<file path="config.mk">
export PLATFORM = sky130hd
export DESIGN_NAME = cpu_datapath
export DESIGN_NICKNAME = d
export VERILOG_FILES = /design/src/rtl/cpu_datapath.sv
export SDC_FILE = /design/constraint.sdc
export NUM_CORES = 1
export LEC_CHECK = 0
export ABC_CLOCK_PERIOD_IN_PS = 2800
export BUFFER_PORTS_ARGS = -buffer_cell sky130_fd_sc_hd__clkbuf_2
export CELL_PAD_IN_SITES_DETAIL_PLACEMENT = 1
export CELL_PAD_IN_SITES_GLOBAL_PLACEMENT = 2
export CORE_AREA = 2 2 85 104
export CTS_CLUSTER_SIZE = 20
export DETAILED_ROUTE_END_ITERATION = 8
export DIE_AREA = 0 0 87 106
export GPL_TIMING_DRIVEN = 1
export PLACE_DENSITY = 0.76
export REMOVE_ABC_BUFFERS = 1
export SLEW_MARGIN = 10
export SYNTH_ARGS = -nofsm -noshare
export SYNTH_HDL_FRONTEND = slang
export SYNTH_SLANG_ARGS = --single-unit
</file>
<file path="constraint.sdc">
create_clock -name clk -period 2.8 [get_ports clk]
set_input_delay 0.28 -clock clk [delete_from_list [all_inputs] [get_ports clk]]
set_output_delay 0.28 -clock clk [all_outputs]
set_load 0.01 [all_outputs]
</file>
<file path="src/rtl/cpu_datapath.sv">
// Register/ALU datapath of the 8-bit accumulator CPU: AC/DR/AR/PC/IR and Z/C update on posedge clk; bus, ALU and memory lines are combinational.
// No backpressure: every strobe present at a rising edge is applied in that cycle.
module cpu_datapath #(
  parameter int                DATA_W   = 8,
  parameter int                ADDR_W   = 8,
  parameter logic [ADDR_W-1:0] PC_RESET = '0
) (
  input  logic              clk,
  input  logic              rst,
  input  logic [1:0]        MUX_sel,
  input  logic [1:0]        ALU_op,
  input  logic              AR_load,
  input  logic              PC_load,
  input  logic              PC_inc,
  input  logic              AC_load,
  input  logic              ZC_load,
  input  logic              IR_load,
  input  logic              DR_load,
  input  logic              mem_wr,
  input  logic [DATA_W-1:0] mem_rdata,
  output logic [ADDR_W-1:0] mem_addr,
  output logic [DATA_W-1:0] mem_wdata,
  output logic              mem_we,
  output logic [DATA_W-1:0] Instruction,
  output logic              flag_z,
  output logic              flag_c,
  output logic [DATA_W-1:0] dbg_ac,
  output logic [ADDR_W-1:0] dbg_pc
);

  localparam logic [1:0] SEL_AC = 2'b00;
  localparam logic [1:0] SEL_DR = 2'b01;
  localparam logic [1:0] SEL_PC = 2'b10;

  localparam logic [1:0] OP_ADD  = 2'b00;
  localparam logic [1:0] OP_PASS = 2'b01;
  localparam logic [1:0] OP_AND  = 2'b10;

  localparam logic [ADDR_W-1:0] PC_STEP = ADDR_W'(1);

  logic [DATA_W-1:0] ac, dr, ir, bus, res;
  logic [ADDR_W-1:0] ar, pc;
  logic              z, c, cout, zero;
  logic [DATA_W:0]   sum;

  // PC is zero-extended onto the bus; the slice assignment also covers ADDR_W == DATA_W.
  always_comb begin
    bus = '0;
    case (MUX_sel)
      SEL_AC:  bus = ac;
      SEL_DR:  bus = dr;
      SEL_PC:  bus[ADDR_W-1:0] = pc;
      default: bus = mem_rdata;
    endcase
  end

  assign sum = {1'b0, ac} + {1'b0, dr};

  always_comb begin
    res  = '0;
    cout = 1'b0;
    case (ALU_op)
      OP_ADD: begin
        res  = sum[DATA_W-1:0];
        cout = sum[DATA_W];
      end
      OP_PASS: res = dr;
      OP_AND:  res = ac & dr;
      default: res = ~ac;
    endcase
  end

  assign zero = (res == '0);

  // All strobes sample pre-edge values, so simultaneous loads never see each other's results.
  always_ff @(posedge clk or negedge rst) begin
    if (!rst) begin
      ac <= '0;
      dr <= '0;
      ir <= '0;
      ar <= '0;
      pc <= PC_RESET;
      z  <= 1'b0;
      c  <= 1'b0;
    end else begin
      if (AR_load) ar <= bus[ADDR_W-1:0];
      if (DR_load) dr <= bus;
      if (IR_load) ir <= bus;
      if (AC_load) ac <= res;
      if (ZC_load) begin
        z <= zero;
        c <= cout;
      end
      if (PC_load)     pc <= bus[ADDR_W-1:0];
      else if (PC_inc) pc <= pc + PC_STEP;
    end
  end

  assign mem_addr    = ar;
  assign mem_wdata   = bus;
  assign mem_we      = mem_wr;
  assign Instruction = ir;
  assign flag_z      = z;
  assign flag_c      = c;
  assign dbg_ac      = ac;
  assign dbg_pc      = pc;

endmodule

</file>
==> metrics.sh <==
OUTCOME='finished clean'
WORST_PATH_MAX_DELAY_CELL='sky130_fd_sc_hd__or4_4'
VIA_COUNT_OF_THE_FIRST_GLOBAL_ROUTING_PASS=1975
POSTSYNTHREGISTERBITS=42
FIN_CELLS=358
GRT_USE_TOTAL=0.139
POSTROUTEWIRELENGTH_UM=6020
POST_DRT_VIA_CELL_RATIO=5.05
CAP_VIOLATIONS=0
IO_BUFFER_COUNT=62
STARTPOINT_TYPE_OF_THE_WORST_SETUP_PATH='flop'
INITIAL_ANTENNA_VIOLATION_COUNT=0
IO_PINS=65
FINAL-SETUP-VIOL-COUNT=0
FIRSTDRTPASSITERS=4
PLACE.DETAILED.HPWL_UM=4730
NETLIST-CELL-TYPE-COUNT=38
FINALINSTANCEAREA_SQ_UM=2910
GRT_START_MAX_NET_PINS=43
CTS_ROOT_BUF='sky130_fd_sc_hd__clkbuf_8'
ASYNCSETRESETFLOPFRACSYNTH=1.00
RELSLEWSLACK=0.269
FINAL_MAX_SLEW_VIOL_COUNT=0
PWR_DENSITY_CELL_nW_PER_UM2=992
CRITICAL_PATH.MAX_STAGE_DELAY_NS=0.55
AREA.GROWTH.SYNTH_TO_FINAL_PCT=20.7
FIN_TOTAL_PWR_mW=2.89
LAYOUT.NETS=292
FILL_CELLS=921
TIMING_WORST_SLEW_PIN_VALUE_NS=1.10
REQUIRED_NS=3.00
SYNTH.TOP_CELLS.BY_AREA='sky130_fd_sc_hd__dfrtp_1 44%, sky130_fd_sc_hd__mux2_2 13%, sky130_fd_sc_hd__mux4_2 12%'
GLOBAL_ROUTE_WIRE_LENGTH_BEFORE_REPAIR_UM=9920
SYNTH.LARGEST_AREA_CELL='sky130_fd_sc_hd__dfrtp_1'
CLOCK_SINK_COUNT=42
TIMING.FINAL.HOLD_VIOLATIONS=0
POST_SYNTH_EDFFS=0
WORST_SETUP_PATH_STARTPOINT='dr[0]'
YS_WARN_COUNT=0
INITIAL_CELL_DENSITY_OF_THE_CORE=0.291
CRITICAL_PATH.REG2REG.STARTPOINT='dr[0]'
MAX_FREQ_MHz=377
PERIOD_MINUS_SLACK_NS=2.66
CTS.HOLD.BUFFERS_ADDED=0
PATH_CLK_SLEW_NS=0.09
YOSYSSEQAREASHARE=0.436
FLOORPLAN.DIE.WIDTH_UM=87
FINAL_CORE_UTILIZATION=0.351
PEAKVDDDROP_V=0.000342
SYNTHESIS.AREA_PER_INSTANCE_SQ_UM=12.0
FIN_SKEW_NS=0.00898
MULTI_INPUT_AREA_SQ_UM=1280
AREA.SEQUENTIAL_SQ_UM=1050
HOLD_PATH.CLASS='input pin to asynchronous set/reset pin'
ROUTE.VIAS.TOTAL=1809
WORST_EP_ARRIVAL_TIME_NS=2.85
DETAIL_ROUTE.ITER0.VIOLATIONS=34
SYNTH_TOP_CELLS_BY_COUNT='42 x sky130_fd_sc_hd__dfrtp_1, 27 x sky130_fd_sc_hd__mux2_2, 19 x sky130_fd_sc_hd__o21ai_0, 18 x sky130_fd_sc_hd__nand2_1, 13 x sky130_fd_sc_hd__mux4_2'
WORST_SETUP_PATH_END_KIND='flop'
DIE-AREA_SQ_UM=9220
NUM_ROWS=37
CORE_SQ_UM=8290
POWER.LEAKAGE_nW=1.33
CRIT_FANOUT=4
WORSTSETUPPATHTYPE='flop to flop'
DRCVIOLATIONCOUNT=0
WL_PER_CELL_UM=16.8
SYN_INST=200
SYNTH.CELL_AREA_SQ_UM=2410
GRT_SETUP_UNREPAIRED='false'
FINAL.SETUP.TNS_NS=0
CTS_BUFFERS=5
CTS_TREE='yes'
POST_DRT_ANTENNA_NETS=0
CLOCK_TREE.BUFFER_DEPTH=2
YS.FLOP_TYPE='sky130_fd_sc_hd__dfrtp_1'
WORST_SKEW_PAIR.LATE_LATENCY_NS=0.30
POST_PLACEMENT_CELL_AREA_SQ_UM=2810
DIE_H_UM=106
SHARE_OF_THE_CLOCK_PERIOD_USED_BY_THE_WORST_PATH=0.949
DP.CELLS=350
ANTENNA_CELLS_INSERTED=0
CRIT_CHAIN='ha_2 -> inv_1 -> fa_2 -> nor2b_2 -> o31ai_2 -> xnor2_1 -> mux4_2 -> or4_4 -> o41ai_2'
GP_CONGESTION=0.773
GLOBALROUTE.TOTALOVERFLOW=0
DRIVE_GT1_FRAC=0.456
AREA_SHARE_OF_THE_LARGEST_CELL_TYPE_AFTER_SYNTHESIS=0.436
CTS_MAX_LEVEL=2
YOSYS.CELL_COUNT.TOP_TYPE='sky130_fd_sc_hd__dfrtp_1'
worst max-delay path: cells and delay by family (launching register included):
family                     cells  cell delay, ns
DFF                            1            0.40
buffers and inverters          1            0.05
xor gates and xnor gates       1            0.12
muxes                          1            0.46
adders and majority gates      2            0.54
AOI/OAI and AO/OA              2            0.29
and+or+nand+nor                2            0.70
kinds of logic (layout without fill, tap and decap cells):
family	count (synthesis)	count (layout)	share of synthesized area
AO/OA/AOI/OAI	35	35	0.0940
XOR/XNOR	11	11	0.0400
adder cells (fa/ha/maj)	10	10	0.0551
buffers and inverters	22	83	0.0358
flip-flops	42	42	0.436
multiplexers	43	43	0.267
AND/OR/NAND/NOR	37	37	0.0717
cell type report:
cell class / instances / area share
clock inverters: 2 / 0.00473
multi-input cells: 136 / 0.441
clock buffers: 6 / 0.0250
inverters: 11 / 0.0142
well taps: 97 / 0.0417
flip-flops and latches: 42 / 0.361
repair buffers: 64 / 0.112
metrics by stage:
step           hold WS (ns)  setup WS (ns)
6_report              0.182          0.144
5_1_grt               0.241        0.00982
4_1_cts               0.214         0.0243
3_5_place_dp          0.497         0.0308
3_3_place_gp          0.493          0.126
2_1_floorplan       -0.0156         0.0987
routing by layer:
layer  GRT usage  vias to the layer above  part of all wire
li1            -                      845                 -
met1       0.160                      923              0.40
met2       0.251                       33              0.54
met3      0.0295                        8             0.041
met4      0.0480                        0             0.017
met5           0                        -                 0
registers in the layout (all words and copies together) (netlist names):
register     count
dr               8
flag_z           1
mem_addr         8
flag_c           1
Instruction      8
dbg_ac           8
dbg_pc           8
cell usage in the layout, fill, tap and decap left out, drive strengths merged, types with 5 or more instances in the layout:
cell type | synthesis | routed
clkbuf | 5 | 68
dfrtp | 42 | 42
ha | 9 | 9
inv | 11 | 11
mux2 | 27 | 27
mux4 | 14 | 14
nand2 | 18 | 18
nor2 | 7 | 7
o21ai | 19 | 19
xnor2 | 6 | 6
xor2 | 5 | 5
power breakdown:
| group | switching (mW) | internal (mW) | total, mW |
|---|---|---|---|
| clock network | 0.226 | 0.177 | 0.402 |
| logic | 0.692 | 0.752 | 1.44 |
| registers | 0.209 | 0.831 | 1.04 |
worst paths after layout:
| path | slack [ns] | endpoint | cells after the start |
|---|---|---|---|
| max in group asynchronous | 1.95 | dbg_ac[3] | 1 |
| hold reg to reg | 0.51 | Instruction[0] | 1 |
| setup / recovery | 0.14 | flag_z | 9 |
| min in group clk | 0.26 | flag_c | 2 |
| setup reg to reg | 0.14 | flag_z | 9 |
| hold / removal | 0.18 | Instruction[0] | 1 |
timing repair:
item                                    in CTS  in global routing
gates resized for setup                      0                  4
endpoints found under the setup margin       0                  1
hold endpoints to repair                     0                  0
buffers inserted                             0                  0
Note: power is estimated with default switching activity, not from simulation.
